**config.mk**
```make
export PLATFORM = sky130hd
export DESIGN_NAME = coeff_scanner
export DESIGN_NICKNAME = d
export VERILOG_FILES = /design/src/rtl/coeff_scanner.sv
export SDC_FILE = /design/constraint.sdc
export NUM_CORES = 1
export LEC_CHECK = 0
export CORE_UTILIZATION = 41
export CTS_CLUSTER_SIZE = 24
export DETAILED_ROUTE_END_ITERATION = 10
export HOLD_SLACK_MARGIN = 0.1
export PLACE_DENSITY = 0.71
export SLEW_MARGIN = 10
export SYNTH_ARGS = -nofsm -noshare
export SYNTH_HDL_FRONTEND = slang
export SYNTH_SLANG_ARGS = --single-unit
```
**constraint.sdc**
```tcl
create_clock -name clk -period 22.8 [get_ports clk]
set_input_delay 4.56 -clock clk [delete_from_list [all_inputs] [get_ports clk]]
set_output_delay 4.56 -clock clk [all_outputs]
set_load 0.05 [all_outputs]
```
**src/rtl/coeff_scanner.sv**
```systemverilog
`default_nettype none
// ============================================================================
// Module   : coeff_scanner
// Purpose  : Reorders a quantised 4x4 block into scan order and streams
//            (run, level) pairs plus CAVLC block statistics.
// Options  : FIELD_SCAN_EN adds the field_scan input and the field order.
// Revision : 1.0
// ============================================================================
module coeff_scanner #(
   parameter int BIT_LENGTH = 31
) (
   input  logic                  clk,
   input  logic                  reset,
   input  logic                  enable,
   input  logic [BIT_LENGTH:0]   coeffs [15:0],
   input  logic                  in_valid,
`ifdef FIELD_SCAN_EN
   input  logic                  field_scan,
`endif
   output logic                  in_ready,
   output logic                  out_valid,
   input  logic                  out_ready,
   output logic [3:0]            out_run,
   output logic [BIT_LENGTH:0]   out_level,
   output logic                  out_last,
   output logic [4:0]            total_coeffs,
   output logic [1:0]            trailing_ones,
   output logic                  block_done
);

   typedef enum logic [1:0] {
      S_IDLE = 2'd0,
      S_SCAN = 2'd1,
      S_DONE = 2'd2
   } state_t;

   localparam logic [BIT_LENGTH:0] LEVEL_ZERO = {(BIT_LENGTH+1){1'b0}};
   localparam logic [BIT_LENGTH:0] LEVEL_P1   = {{BIT_LENGTH{1'b0}}, 1'b1};
   localparam logic [BIT_LENGTH:0] LEVEL_M1   = {(BIT_LENGTH+1){1'b1}};

   function automatic logic [3:0] frame_pos(input logic [3:0] pos);
      case (pos)
         4'd0:    return 4'd0;
         4'd1:    return 4'd1;
         4'd2:    return 4'd4;
         4'd3:    return 4'd8;
         4'd4:    return 4'd5;
         4'd5:    return 4'd2;
         4'd6:    return 4'd3;
         4'd7:    return 4'd6;
         4'd8:    return 4'd9;
         4'd9:    return 4'd12;
         4'd10:   return 4'd13;
         4'd11:   return 4'd10;
         4'd12:   return 4'd7;
         4'd13:   return 4'd11;
         4'd14:   return 4'd14;
         default: return 4'd15;
      endcase
   endfunction

   function automatic logic [3:0] field_pos(input logic [3:0] pos);
      case (pos)
         4'd0:    return 4'd0;
         4'd1:    return 4'd4;
         4'd2:    return 4'd1;
         4'd3:    return 4'd8;
         4'd4:    return 4'd12;
         4'd5:    return 4'd5;
         4'd6:    return 4'd9;
         4'd7:    return 4'd13;
         4'd8:    return 4'd2;
         4'd9:    return 4'd6;
         4'd10:   return 4'd10;
         4'd11:   return 4'd14;
         4'd12:   return 4'd3;
         4'd13:   return 4'd7;
         4'd14:   return 4'd11;
         default: return 4'd15;
      endcase
   endfunction

   state_t              state;
   logic [BIT_LENGTH:0] scan_buf [16];
   logic [3:0]          idx;
   logic [3:0]          run;
   logic [3:0]          last_idx;
   logic                scanning;

   logic                field_sel;
   logic [BIT_LENGTH:0] scan_in [16];
   logic [4:0]          nz_count;
   logic [3:0]          last_pos;
   logic [1:0]          t1_count;
   logic                any_nz;
   logic                advance;

`ifdef FIELD_SCAN_EN
   assign field_sel = field_scan;
`else
   assign field_sel = 1'b0;
`endif

   assign in_ready = (state == S_IDLE) && enable;
   assign advance  = scanning && !(out_valid && !out_ready);

   always_comb begin
      for (int p = 0; p < 16; p++) begin
         scan_in[p] = coeffs[field_sel ? field_pos(4'(p)) : frame_pos(4'(p))];
      end
   end

   // Counting upward, a non-unit level resets the trailing-ones run, so the
   // final value is the run of unit levels at the high-frequency end.
   always_comb begin
      nz_count = 5'd0;
      last_pos = 4'd0;
      t1_count = 2'd0;
      any_nz   = 1'b0;
      for (int p = 0; p < 16; p++) begin
         if (scan_in[p] != LEVEL_ZERO) begin
            any_nz   = 1'b1;
            nz_count = nz_count + 5'd1;
            last_pos = 4'(p);
            if (scan_in[p] == LEVEL_P1 || scan_in[p] == LEVEL_M1) begin
               if (t1_count != 2'd3) begin
                  t1_count = t1_count + 2'd1;
               end
            end else begin
               t1_count = 2'd0;
            end
         end
      end
   end

   always_ff @(posedge clk) begin
      if (!reset) begin
         state         <= S_IDLE;
         idx           <= 4'd0;
         run           <= 4'd0;
         last_idx      <= 4'd0;
         scanning      <= 1'b0;
         out_valid     <= 1'b0;
         out_run       <= 4'd0;
         out_level     <= LEVEL_ZERO;
         out_last      <= 1'b0;
         total_coeffs  <= 5'd0;
         trailing_ones <= 2'd0;
         block_done    <= 1'b0;
         for (int p = 0; p < 16; p++) begin
            scan_buf[p] <= LEVEL_ZERO;
         end
      end else if (enable) begin
         block_done <= 1'b0;
         case (state)
            S_IDLE: begin
               if (in_valid) begin
                  for (int p = 0; p < 16; p++) begin
                     scan_buf[p] <= scan_in[p];
                  end
                  last_idx      <= last_pos;
                  total_coeffs  <= nz_count;
                  trailing_ones <= t1_count;
                  idx           <= 4'd0;
                  run           <= 4'd0;
                  scanning      <= any_nz;
                  if (any_nz) begin
                     state <= S_SCAN;
                  end else begin
                     state      <= S_DONE;
                     block_done <= 1'b1;
                  end
               end
            end
            S_SCAN: begin
               if (out_valid && out_ready) begin
                  out_valid <= 1'b0;
                  if (out_last) begin
                     state      <= S_DONE;
                     block_done <= 1'b1;
                  end
               end
               // A freshly loaded pair overrides the clear above.
               if (advance) begin
                  if (scan_buf[idx] == LEVEL_ZERO) begin
                     run <= run + 4'd1;
                  end else begin
                     out_run   <= run;
                     out_level <= scan_buf[idx];
                     out_last  <= (idx == last_idx);
                     out_valid <= 1'b1;
                     run       <= 4'd0;
                  end
                  idx <= idx + 4'd1;
                  if (idx == last_idx) begin
                     scanning <= 1'b0;
                  end
               end
            end
            S_DONE: begin
               state <= S_IDLE;
            end
            default: begin
               state <= S_IDLE;
            end
         endcase
      end
   end

endmodule
`default_nettype wire

```
======== Word level (Yosys, flattened, before mapping) ========
Memories as Yosys holds them, arrays and structs flattened. A register that Yosys moved wholly into a read port is not among the register bits.
Index checks and enable logic that the tools add are counted.
storage, ports and cells
  register bits ........................... 61
  bits in writable memories ............... 512
  input port bits ......................... 517
  output and inout port bits .............. 47
  memories ................................ 1
memory list
  memory    depth  width  read ports  clocked after Yosys merged registers in  wr ports  RTL line  source
  scan_buf  16     32     1           1                                        16        84        logic [BIT_LENGTH:0] scan_buf [16];
cells by class
  $add $sub $neg .......................... 32
  equal/unequal tests ..................... 54
  muxes and demuxes ....................... 141
  bitwise gates (word level) .............. 17
  reductions and logical operators ........ 47
operators by type and width
  kind                    count
  $eq A32 B1 Y1 const B   16
  $eq A32 B32 Y1 const B  16
  $mux W32                16
  $reduce_bool A32 Y1     16
  $mux W2                 52
  $mux W5                 15
  $add A5 B1 Y5 const B   14
  $mux W4                 15
  $ne A2 B2 Y1 const B    20
  $mux W1                 35
  $logic_not A32 Y1       1
  $add A2 B1 Y2 const B   15
  $logic_or A1 B1 Y1      16
  $or A1 B1 Y1            16
  $pmux W4 S2             2
  $reduce_and A4 Y1       3
  $mux W3                 3
  $add A4 B1 Y4 const B   2
  $reduce_and A5 Y1       1
  $eq A4 B4 Y1            1
  $logic_and A1 B1 Y1     4
  $pmux W1 S2             2
  $pmux W2 S2             1
  $reduce_and A3 Y1       1
  7 further kinds         8

======== Depth between registers and ports, before layout ========
Gate-level depths: netlist (run 1).
  depth in word-level cells ............... 64
  mapped depth ............................ 44
  gate-level depth less buffers ........... 44

======== Least setup slack after synthesis (run 1) ========
Ideal clock, no wire load.
  path kind ............................... in2reg
  start ................................... input port reset
  end ..................................... memory scan_buf[0][0] (netlist name), enable pin
  library setup time ...................... 3.694 ns
  arrival time ............................ 13.486 ns
  required time ........................... 19.106 ns
  setup slack ............................. 5.620 ns
  cell stages on the path ................. 4
  buffers on the path ..................... 3
  path through ............................ clkbuf_1 > clkbuf_1 > clkbuf_1 > nand2_1
RTL lines
  element             RTL line  source
  start: declaration  13        input logic reset,
  end: declaration    84

======== Worst setup path after layout (run 1) ========
  start ................................... input port coeffs[24] (netlist name)
  end ..................................... register total_coeffs[2]
between the ends
  word-level cells in the longest chain between the ends .. 32
ends and longest elaborated chain
  element                  RTL line  source
  start: declaration       15        input logic [BIT_LENGTH:0] coeffs [15:0],
  $reduce_bool A32 Y1 (*)  121       if (scan_in[p] != LEVEL_ZERO) begin
  $mux W1 (*)              121
  $add A1 B1 Y2            123       nz_count = nz_count + 5'd1;
  $mux W5 (*)              121
  $add A5 B1 Y5            123
  $mux W5 (*)              121
  $add A5 B1 Y5            123
  $mux W5 (*)              121
  [16 not listed]          --
  $add A5 B1 Y5            123
  $mux W5 (*)              121
  $add A5 B1 Y5            123
  $mux W5 (*)              121
  $add A5 B1 Y5            123
  $mux W5 (*)              121
  $add A5 B1 Y5            123
  $mux W5 (*)              121
  end signal: assignment   162       total_coeffs <= nz_count;
  end: declaration         26        output logic [4:0] total_coeffs,
Mark *: on every way between the ends. The rest lies on a longest branch, timed or not.
A chain may end at the register's enable or synchronous reset.

==> summary.md, run 1 <==
| Metric | Value |
|---|---|
| PostCTS Resize Cnt | 0 |
| Leak | 14.02 nW |
| Num CTS Buffers | 61 |
| Syn Nets | 2,786 |
| Share of the synthesized area in the top cell type | 0.5184 |
| Hold path depth | 2 |
| CTS sink count | 577 |
| CP startpoint kind | input port |
| R2R depth | 9 |
| Post-synthesis sequential area ratio | 0.5622 |
| Dominant synthesized flop cell | edfxtp_1 |
| Post-synth ARST share | 0 |
| Root buffer cell | clkbuf_16 |
| Clock-pin slew on the worst setup and hold paths | 60 ps |
| Overall routed net length | 113,300 um |
| Skew-Pair Late Insertion Delay | 640 ps |
| Min-Delay Endpoint | trailing_ones[1]$_SDFFE_PN0P_ |
| CP required | 23,320 ps |
| Core Rows | 98 |
| Final setup TNS | 0 ps |
| Most frequent cells in the layout | clkdlybuf4s50_1, edfxtp_1, and3_1, and2_1, nand4_1 |
| Hold crit path type | flop to flop |
| DR WL/cell | 30.25 um |
| DP Wirelength | 85,590 um |
| RSZ-0062 raised after global routing | false |
| GRT Total Usage | 0.3031 |
| Setup bufs post-CTS | 0 |
| Final Cycle Share | 0.6523 |
| Vias in the first global route | 22,890 |
| EDFF count, synth | 512 |
| Avg Cell Area, Syn | 13.18 um^2 |
| Share of cells above drive strength 1 | 0.1074 |
| # DRC | 0 |
| Combined area of the multi-input logic cells | 12,370 um^2 |
| Maximum clock frequency | 67.24 MHz |
| Worst slew margin | 0.1995 |
| Most common cell after layout, fill and taps aside | clkdlybuf4s50_1 |
| Core Box Area | 71,490 um^2 |
| Layout net count | 3,281 |
| Synth area leaders | edfxtp_1, mux4_2, and3_1, dfxtp_1, and2_1 |
| Pwr Total | 2.604 mW |
| Cell taking the most area after synthesis | edfxtp_1 |
| Crit-path max FO | 4 |
| Final Hold Viols | 0 |
| First-pass GRT wire length | 161,600 um |
| Power density over cell area | 68.24 nW/um^2 |
| Clock H-tree levels | 2 |
| Initial antenna violation count | 9 |
| Grt total ovfl | 0 |
| Iter 0 DRT Violations | 2,826 |
| Worst-Margin Slew | 1198 ps |
| Largest net degree at the start of global routing | 310 |
| Hold_sp | trailing_ones[1]$_SDFFE_PN0P_ |
| Setup ws final | 7927 ps |
| Pre-CTS WS | 7435 ps |
| Worst Clk Skew | 21.23 ps |
| Worst vdd ir | 0.06189 mV |
| Max Root-Sink Buffers | 3 |
| CTS tree | built |
| Post-DRT Antenna Nets | 0 |
| Arrival time of the worst setup path | 15,390 ps |
| Minimum clock period | 14,870 ps |
| Pre-antenna DRT Iters | 6 |
| Sequential Area | 16,690 um^2 |
| Status | complete, no violations |
| Unique masters post-synth | 74 |
| Hold buffer count at CTS | 0 |
| Crit-path max cell delay | 570 ps |
| RR Endpoint | out_level[5]$_SDFFE_PN0P_ |
| Total I/O pin count | 564 |
| GP Congestion | 1.003 |
| CP endpoint kind | flop |
| Most frequent CP cell | ha_1 |
| Starting density of the core | 0.4149 |
| Fill cell count | 5,924 |
| FF+latch count, synth | 577 |
| Mapped Area | 29,660 um^2 |
| Die area | 73,420 um^2 |
| Ys Warns | 0 |
| Endpoints failing setup | 0 |
| Die height | 271.0 um |
| CP max-delay cell | or4_1 |
| Synthesized netlist cell count | 2,251 |
| MaxCap Viol Count | 0 |
| Vias | 23,240 |
| Die Wd | 271.0 um |
| Number of buffers added on ports | 563 |
| Via-to-Cell Ratio | 6.203 |
| Slew Viols, Final | 0 |
| Setup slack, reg-to-reg | 17,740 ps |
| Area Overhead vs Synth | 28.67% |
| Setup Crit Path Kind | input port to flop |
[Yosys cell counts, types with 9 or more instances]
cell type / instances
nand3_1: 16
xnor2_1: 32
inv_1: 19
mux4_2: 160
nand2_1: 62
mux2i_1: 44
o21ai_0: 22
nor4_1: 154
xor2_1: 20
nor2b_1: 47
nor3_1: 37
edfxtp_1: 512
ha_1: 18
nand4_1: 163
or3_1: 11
mux2_2: 9
a21oi_1: 30
nor2_1: 41
and2_1: 199
and3_1: 322
dfxtp_1: 65
clkbuf_1: 131
buf_1: 20
[routing by layer]
layer	GRT usage	vias up	routed length, um
met5	0	-	34
met3	0.05876	197	10290
met2	0.4778	1369	52410
li1	-	10020	-
met4	0.1076	6	4223
met1	0.4166	11640	46360
[cell families after synthesis]
group | share of synthesized area
AND/OR/NAND/NOR | 0.2213
flip-flops | 0.5622
buffers and inverters | 0.02164
multiplexers | 0.1405
AO/OA/AOI/OAI | 0.02919
XOR/XNOR | 0.01611
adder cells (fa/ha/maj) | 0.008943
[where the power goes]
group	total (mW)	leakage (nW)	internal (mW)	switching [mW]
sequential	1.26	5.92	1.23	0.0261
clock	1.01	0.978	0.592	0.421
combinational	0.335	7.13	0.156	0.179
[how the worst max path moves through the flow]
stage               start                           end  slack (ps)  depth (start not counted)
2_1_floorplan       reset  scan_buf[0][0]$_SDFFCE_PN0P_        5620                          4
3_3_place_gp   coeffs[62]  total_coeffs[2]$_SDFFE_PN0P_        7730                         42
3_5_place_dp   coeffs[24]  total_coeffs[2]$_SDFFE_PN0P_        7430                         44
4_1_cts        coeffs[24]  total_coeffs[2]$_SDFFE_PN0P_        8060                         44
5_1_grt        coeffs[24]  total_coeffs[3]$_SDFFE_PN0P_        7440                         45
6_report       coeffs[24]  total_coeffs[2]$_SDFFE_PN0P_        7930                         44
[state kept, by name (all words and copies together), names as in the netlist, named ones only]
signal / count
total_coeffs: 5
run: 4
out_valid: 1
scanning: 1
scan_buf: 512
out_run: 4
trailing_ones: 2
out_level: 32
out_last: 1
idx: 4
last_idx: 4
block_done: 1
state: 2
[worst max-delay path: cells and delay by family]
family,cells,cell delay (ps)
simple gates,10,2530
compound gates,6,1100
fa+ha+maj,14,3810
mux,9,2550
xor+xnor,1,130
buf+inv,4,700
[area by class of cell]
type,count,share of cell area
Multi-Input combinational cell,1503,0.3241
Clock buffer,87,0.04524
Antenna cell,2,0.0001311
Clock inverter,24,0.007508
Sequential cell,577,0.4372
Tap cell,950,0.03115
Timing Repair Buffer,583,0.1527
Inverter,20,0.001967
[per-stage QoR]
step	instance area, um^2	utilization	instances	hold WS, ps
final	38160	0.5339	3746	469.8
after detailed placement	36150	0.5056	3633	454.4
after global placement	36150	0.5056	3633	450.7
after floorplan	29660	-	2251	463.5
after CTS	38160	0.5338	3744	469.9
after global routing	38160	0.5338	3745	492.8
No activity file was read; power rests on OpenSTA's default activity.
==> run 2: changes to the inputs <==
Settings changed: PLACE_DENSITY 0.71 to 0.74.
Clock period 22.8 ns to 13.5 ns, I/O delays scaled along.
==> run 2 against run 1 <==
Compared with the run above: critical path depth grew 2; clock skew decreased by 1.1 ps; critical endpoint is now total_coeffs[3]$_SDFFE_PN0P_; worst setup slack got worse by 7300 ps; largest cell class unchanged; routed wire length fell by 0.46%; combinational power rose by 68%.
==> summary.md, run 2 (synthesis gave the netlist of run 1 again) <==
| Metric | Value |
|---|---|
| Status | complete, no violations |
| Util after Layout | 0.5333 (-0.0005780) |
| Crit-path max FO | 4 (unchanged) |
| Largest registers | scan_buf x512, out_level x32, total_coeffs x5 |
| CP endpoint kind | flop |
| Die height | 271.0 um (unchanged) |
| Setup bufs post-CTS | 0 (unchanged) |
| Root buffer cell | clkbuf_16 |
| CTS sink count | 577 (unchanged) |
| Hold crit path type | flop to flop |
| Crit-path max cell delay | 580 ps (about the same) |
| MaxCap Viol Count | 0 (unchanged) |
| DP Wirelength | 85,760 um (+0.19%) |
| Initial antenna violation count | 14 (+5) |
| Share of cells above drive strength 1 | 0.1081 (+0.0006771) |
| Pwr Total | 4.346 mW (+67%) |
| PostCTS Resize Cnt | 0 (unchanged) |
| CP max-delay cell | or4_1 |
| Largest reg by FF count | scan_buf |
| R2R depth | 9 (unchanged) |
| Die area | 73,420 um^2 (unchanged) |
| Worst Clk Skew | 20.15 ps (-1.080 ps) |
| Vias | 23,440 (+0.87%) |
| Arrival time of the worst setup path | 13,400 ps (-1990 ps) |
| Final Cycle Share | 0.9521 |
| Hold path depth | 2 (unchanged) |
| Pre-CTS WS | 153.2 ps (-7282 ps) |
| Worst vdd ir | 0.1003 mV (+62%) |
| Largest net degree at the start of global routing | 229 (-26%) |
| Skew-Pair Late Insertion Delay | 630 ps (about the same) |
| CTS tree | built |
| Fill cell count | 5,889 (-0.59%) |
| # DRC | 0 (unchanged) |
| Most frequent CP cell | ha_1 |
| Placed Cells | 3,637 (+0.11%) |
| Iter 0 DRT Violations | 2,710 (-4.1%) |
| Hold_ws | 471.3 ps (+1.429 ps) |
| Max reg flops | 512 (unchanged) |
| Final Hold Viols | 0 (unchanged) |
| Hold_sp | total_coeffs[3]$_SDFFE_PN0P_ |
| Hold buffer count at CTS | 0 (unchanged) |
| Core Rows | 98 (unchanged) |
| Maximum clock frequency | 77.80 MHz |
| Power density over cell area | 114.0 nW/um^2 (+67%) |
| Via-to-Cell Ratio | 6.248 (+0.73%) |
| CP required | 14,050 ps (-9270 ps) |
| Minimum clock period | 12,850 ps |
| GP Congestion | 0.9841 (-1.9%) |
| Core Box Area | 71,490 um^2 (unchanged) |
| Clock-pin slew on the worst setup and hold paths | 60 ps (about the same) |
| RR Endpoint | out_level[0]$_SDFFE_PN0P_ |
| Post-route insts no fill | 3,751 (+0.13%) |
| Setup ws final | 646.6 ps (-7280 ps) |
| Fin area | 38,120 um^2 (-0.11%) |
| First-pass GRT wire length | 161,200 um (-0.26%) |
| DR WL/cell | 30.07 um (-0.59%) |
| Final setup TNS | 0 ps (unchanged) |
| Worst-Margin Slew | 1226 ps (+28.47 ps) |
| CP startpoint kind | input port |
| Number of buffers added on ports | 563 (unchanged) |
| Most common cell after layout, fill and taps aside | clkdlybuf4s50_1 |
| Grt total ovfl | 0 (unchanged) |
| Most frequent cells in the layout | clkdlybuf4s50_1, edfxtp_1, and3_1, and2_1, nand4_1 |
| Post-DRT Antenna Nets | 0 (unchanged) |
| Layout net count | 3,284 (+0.091%) |
| Worst slew margin | 0.1824 (-0.01709) |
| Starting density of the core | 0.4149 (unchanged) |
| Vias in the first global route | 22,810 (-0.36%) |
| GRT Total Usage | 0.3011 (-0.001934) |
| Num CTS Buffers | 60 (-1.6%) |
| Total I/O pin count | 564 (unchanged) |
| Area Overhead vs Synth | 28.53% |
| Endpoints failing setup | 0 (unchanged) |
| Max Root-Sink Buffers | 3 (unchanged) |
| Setup Crit Path Kind | input port to flop |
| Placed cell area | 36,180 um^2 (+0.11%) |
| Pre-antenna DRT Iters | 5 (-1) |
| Clock H-tree levels | 2 (unchanged) |
| RSZ-0062 raised after global routing | false |
| Die Wd | 271.0 um (unchanged) |
| Overall routed net length | 112,800 um (-0.46%) |
| Setup slack, reg-to-reg | 8390 ps (-9350 ps) |
| Min-Delay Endpoint | total_coeffs[3]$_SDFFE_PN0P_ |
| Leak | 14.01 nW (-0.11%) |
| Slew Viols, Final | 0 (unchanged) |
## run 2: cell count changes in the layout (fill, tap and decap cells not counted), sizes merged
cell / previous run / this run
bufinv: 6 / 7
diode: 2 / 6
buf: 21 / 25
clkbuf: 87 / 76
clkinv: 13 / 20
## run 2: critical path: cells and delay by family
family                   cells  cell delay, ps
XOR/XNOR                     3             650
multiplexers                 8            2240
adder cells (fa/ha/maj)     13            3450
AND/OR/NAND/NOR             11            2490
buffers and inverters        5             790
AO/OA/AOI/OAI                6            1080
## run 2: routing by layer
| metal | vias to the layer above | GRT usage | share of wire |
|---|---|---|---|
| li1 | 10030 | - | - |
| met1 | 11810 | 0.4019 | 0.39 |
| met2 | 1406 | 0.4813 | 0.47 |
| met3 | 186 | 0.06630 | 0.10 |
| met4 | 4 | 0.1099 | 0.038 |
| met5 | - | 0 | 0.00024 |
## run 2: worst max-delay path by stage
stage	from	endpoint	cells after the start
6_report	coeffs[23]	total_coeffs[3]$_SDFFE_PN0P_	46
4_1_cts	coeffs[23]	total_coeffs[3]$_SDFFE_PN0P_	46
2_1_floorplan	coeffs[23]	total_coeffs[2]$_SDFFE_PN0P_	43
5_1_grt	coeffs[30]	total_coeffs[3]$_SDFFE_PN0P_	45
3_5_place_dp	coeffs[23]	total_coeffs[4]$_SDFFE_PN0P_	45
3_3_place_gp	coeffs[23]	total_coeffs[2]$_SDFFE_PN0P_	45
## run 2: layout make-up
class,count,area (um^2),share of cell area
inverter,20,75.07,0.001969
sequential,577,16690,0.4377
multi-input combinational,1503,12380,0.3247
antenna,6,15.01,0.0003938
tap,950,1189,0.03118
clock inverter,32,340.3,0.008927
timing repair buffer,587,5858,0.1537
clock buffer,76,1583,0.04152
## run 2: report_power, final
part | total [mW] | switching, mW | internal [mW]
Clock | 1.66 | 0.698 | 0.958
Sequential | 2.13 | 0.0495 | 2.08
Combinational | 0.563 | 0.299 | 0.265
Total | 4.35 | 1.05 | 3.30
